--- config.mk ---
export PLATFORM = sky130hd
export DESIGN_NAME = mem_arbiter
export DESIGN_NICKNAME = d
export VERILOG_FILES = /design/src/rtl/mem_arbiter.sv
export SDC_FILE = /design/constraint.sdc
export NUM_CORES = 1
export LEC_CHECK = 0
export ABC_AREA = 1
export BUFFER_PORTS_ARGS = -buffer_cell sky130_fd_sc_hd__buf_2
export CAP_MARGIN = 20
export CORE_AREA = 5 5 505 507
export DETAILED_ROUTE_END_ITERATION = 10
export DIE_AREA = 0 0 510 512
export PLACE_DENSITY = 0.31
export SLEW_MARGIN = 10
export SYNTH_ARGS = -nofsm -noshare
export SYNTH_HDL_FRONTEND = slang
export SYNTH_SLANG_ARGS = --single-unit
--- constraint.sdc ---
create_clock -name clk -period 21.8 [get_ports clk]
set_input_delay 1.09 -clock clk [delete_from_list [all_inputs] [get_ports clk]]
set_output_delay 1.09 -clock clk [all_outputs]
set_load 0.02 [all_outputs]
--- src/rtl/mem_arbiter.sv ---
// Two-port round-robin arbiter/sequencer for the shared data memory.
// Serves one access at a time: IDLE -> ACCESS (ACC_CYCLES) -> DONE -> IDLE.
module mem_arbiter #(
    parameter int DW         = 256,
    parameter int AW         = 3,
    parameter int ACC_CYCLES = 1
) (
    input  logic          clk,
    input  logic          Reset,
    input  logic          req0,
    input  logic          req1,
    input  logic          rw0,
    input  logic          rw1,
    input  logic [AW-1:0] addr0,
    input  logic [AW-1:0] addr1,
    input  logic [DW-1:0] wdata0,
    input  logic [DW-1:0] wdata1,
    output logic          gnt0,
    output logic          gnt1,
    output logic          done0,
    output logic          done1,
    output logic [DW-1:0] rdata,
    output logic [AW-1:0] mem_addr,
    output logic          mem_nEnable,
    output logic          mem_rw,
    output logic [DW-1:0] mem_wdata,
    output logic          mem_oe,
    input  logic [DW-1:0] mem_rdata
);

    localparam int CW = 3;

    typedef enum logic [1:0] {IDLE, ACCESS, DONE} state_t;

    state_t        state, nextState;
    logic          owner, last, rwLat, grantPort;
    logic [AW-1:0] addrLat;
    logic [DW-1:0] wdataLat;
    logic [CW-1:0] cnt;

    // On a tie the port that did not win last time gets the memory.
    assign grantPort = (req0 && req1) ? ~last : req1;

    always_ff @(posedge clk or posedge Reset) begin
        if (Reset) state <= IDLE;
        else       state <= nextState;
    end

    always_comb begin
        nextState   = state;
        gnt0        = 1'b0;
        gnt1        = 1'b0;
        done0       = 1'b0;
        done1       = 1'b0;
        mem_nEnable = 1'b1;
        mem_rw      = 1'b1;
        mem_oe      = 1'b0;
        case (state)
            IDLE: begin
                if (req0 || req1) nextState = ACCESS;
            end
            ACCESS: begin
                gnt0        = ~owner;
                gnt1        = owner;
                mem_nEnable = 1'b0;
                mem_rw      = rwLat;
                mem_oe      = ~rwLat;
                if (cnt == '0) nextState = DONE;
            end
            DONE: begin
                gnt0      = ~owner;
                gnt1      = owner;
                done0     = ~owner;
                done1     = owner;
                nextState = IDLE;
            end
            default: nextState = IDLE;
        endcase
    end

    assign mem_addr  = addrLat;
    assign mem_wdata = wdataLat;

    always_ff @(posedge clk or posedge Reset) begin
        if (Reset) begin
            owner    <= 1'b0;
            last     <= 1'b1;
            rwLat    <= 1'b1;
            addrLat  <= '0;
            wdataLat <= '0;
            cnt      <= '0;
            rdata    <= '0;
        end else begin
            if (state == IDLE && (req0 || req1)) begin
                owner    <= grantPort;
                last     <= grantPort;
                rwLat    <= grantPort ? rw1 : rw0;
                addrLat  <= grantPort ? addr1 : addr0;
                wdataLat <= grantPort ? wdata1 : wdata0;
                cnt      <= CW'(ACC_CYCLES - 1);
            end
            if (state == ACCESS) begin
                if (cnt != '0)  cnt <= cnt - 1'b1;
                else if (rwLat) rdata <= mem_rdata;
            end
        end
    end

endmodule

==> impl_results.md <==
* Run status: complete, no violations
* Global routing usage summed across all routing layers at between 10% and 20%
* Syn Std Cell Area at 25580 µm²
* Number of instances in the synthesized netlist at 3426
* # Post-CTS Setup Buffers at 0
* Cell Chain, Critical Path: buf_8, nor2_1, nor2_4, buf_4, buf_4, buf_4, buf_4, nand3_1, nand2_1
* Starting Density at 10.23%
* Placer congestion estimate at a little over 0.9
* Top FF cell, synth: dfrtp_1
* Fraction of final layout cells sized beyond drive strength 1 at 31.43%
* Wire length of the first global-routing pass at ~230 mm
* Total number of placement rows at roughly 180
* Routed length on met3 at 15.40 mm
* Share of the cycle needed by the critical path after routing at approximately 23%
* Count of TritonRoute iterations in the first routing pass at 5
* Clock latency at the later pin of the worst-skew pair at 0.69 ns
* Core Region at 250000 µm²
* Avg WL per Cell at 20.92 µm
* Commonest cells in the synthesized netlist: nand2_1 (1312), inv_1 (536), nand3_1 (527), dfrtp_1 (521), nand4_1 (256)
* CP max stage cell: buf_4
* Core occupancy in the finished layout at ~15%
* Share of the synthesized area in the top cell type at ~51%
* Routed metal-1 wire length at 67.88 mm
* Detailed-route wire length at 167.6 mm
* Path type of the worst setup path: in2reg
* Mapped Nets at about 4200
* Vias per inst at 3.517
* Vias in the first global route at 29490
* Number of enable-type register cells in the synthesized netlist at 0
* Pin count of the biggest net entering global routing at 137
* Post-route minimum period at between 5 and 6 ns
* Worst Tran Pin Value at 1.060 ns
* Max Slew Vio Count at 0
* Count of port buffers added during placement at 1301
* Worst Skew at 0.04074 ns
* Clk Tree Root Cell: clkbuf_16
* Synthesized flop and latch total at 523
* Number of buffers created by CTS at 73
* Most numerous cell on the critical path: buf_4
* Area growth from synthesis to layout at 48.59%
* Clock tree buffer depth at 3
* Pwr per Cell Area at 152.8 nW/µm²
* # Max-Cap Violations at 0
* Die span in x at 510 µm
* Post-synthesis sequential area ratio at just over 50%
* Clk sink count at 523
* Fraction of registers with async set or reset after synthesis at 100.0%
* Total Die Area at 261100 µm²
* CP required at 22.43 ns
* Vertical die dimension at 512 µm
* R2r worst-path depth at 10
* Sort of element at the start of the critical path: primary input
* Leakage power summed over all cells at 21.43 nW
* Number of nets at the end of the flow at around 5400
* Warnings from Yosys at 0
* Antenna violations before repair at a little under 90
* Violation count after the first detailed-route iteration at 1605
* ANT nets after route at 0
* Endpoints failing setup at 0
* Met2 wirelength from detailed routing at 79.34 mm
* Vias post-DR at 28180
* Endpoints failing hold at 0
* Uppermost signal routing layer after detailed routing: met5
* Ports at 1302
* Data arrival time at the worst-slack endpoint at 5.68 ns
* Top cell type by total area after synthesis: dfrtp_1
* Sum Neg Setup Slack at 0 ns
* Post_cts resized at 0
* Class of the tightest hold or removal check: in2async
* Worst setup EP type: flip-flop
* Hold-fix buffer count after cts at 0
* Clock tree from TritonCTS: yes
* Synth area leaders: dfrtp_1 (51%), nand2_1 (19%), nand3_1 (10%)
* Mean post-synth cell area at 7.465 µm²
* Highest Clock Rate at between 150 and 200 MHz
* Number of library cell types mapped by synthesis at 16
* Clock input transition at the sequential cells of the worst setup and hold paths at 0.06 ns
* Rel. slew slack at about 30%
* CP Max Fanout at 76
* Most repeated cell in the gate-level netlist after synthesis: nand2_1
* Worst supply voltage drop on vdd at ~0.000057 V
* DRC violation count after routing at 0
* Unrepaired setup endpoints after global routing: no
* GR Overflow Total at 0
* Dpl hpwl at 130.6 mm
* Largest stage delay, worst path at 0.87 ns
* Maximum level of the CTS H-tree at 3
==> cell type report <==
cell class                 instances  area, µm²
sequential                       523      13090
multi-input combinational       2111       9366
tap                             3348       4189
inverter                         536       2019
timing repair buffer            1338       6849
antenna                           27      67.56
fill                           29210     212000
clock buffer                     108       2118
clock inverter                    20      299.0
==> per-layer routing <==
metal / GRT usage (%) / vias to the layer above
met4: 3.652 / 70
met5: 0 / -
met3: 4.312 / 257
met1: 14.61 / 13650
met2: 20.68 / 1179
li1: - / 13020
==> registers in the layout, indices dropped and copies added (netlist names) <==
register   count
last           1
rwLat          1
state          2
rdata        256
mem_wdata    256
cnt            3
mem_addr       3
owner          1
==> cell usage in the layout, fill, tap and decap left out <==
cell and instances:
nand2_1 1312, buf_2 1300, inv_1 535, nand3_1 526
dfrtp_1 521, nand4_1 256, clkbuf_16 73, buf_4 33
diode_2 27, clkbuf_1 19, clkbuf_8 16, clkinv_2 8
ha_1 5, nor2_1 4, clkinv_16 4, buf_12 4
clkinv_4 3, nand2_8 2, nor2_4 2, bufinv_16 2
clkinv_8 2, xor2_1 1, inv_8 1, o21ai_4 1
nand3_4 1, ha_4 1, inv_16 1, buf_8 1
dfstp_2 1, dfstp_4 1
==> per-stage QoR <==
step                      total power [mW]  hold slack, ns  setup WS (ns)  area [µm²]  cells
after floorplan                      3.382          0.4508          6.102       25580   3426
after global placement               4.668          0.4495          15.89       35520   7856
after detailed placement             4.660          0.4543          15.91       35520   7856
after CTS                            5.959          0.4115          16.68       37940   7984
after global routing                 6.227          0.4604          16.13       37950   7991
final                                5.808          0.4627          16.75       38000   8011
==> cell families after synthesis <==
kind of cell / count (synthesis) / share of synthesized area (%)
simple gates: 2103 / 36.01
flops: 523 / 51.18
fa+ha+maj: 6 / 0.2935
buf+inv: 792 / 12.47
compound gates: 1 / 0.01955
xor+xnor: 1 / 0.03425
==> path summary, 6_finish.rpt <==
| kind | startpoint | to | slack [ns] |
|---|---|---|---|
| worst max-delay path | req1 | mem_wdata[90] | 16.75 |
| worst max register to register | state[1] | mem_wdata[90] | 16.82 |
| max in group asynchronous | Reset | rdata[111] | 16.87 |
| worst min register to register | rdata[118] | rdata[118] | 0.46 |
| min in group clk | rdata[118] | rdata[118] | 0.46 |
| worst min-delay path | Reset | mem_wdata[232] | 0.46 |
==> critical path: cells and delay by family <==
kind / cells / cell delay [ns]
buf+inv: 5 / 3.11
simple gates: 4 / 1.05
==> power by group <==
part	internal, mW	switching (mW)
Combinational	0.750	2.04
Clock	0.705	0.527
Sequential	1.47	0.313
No activity file was read; power rests on OpenSTA's default activity.
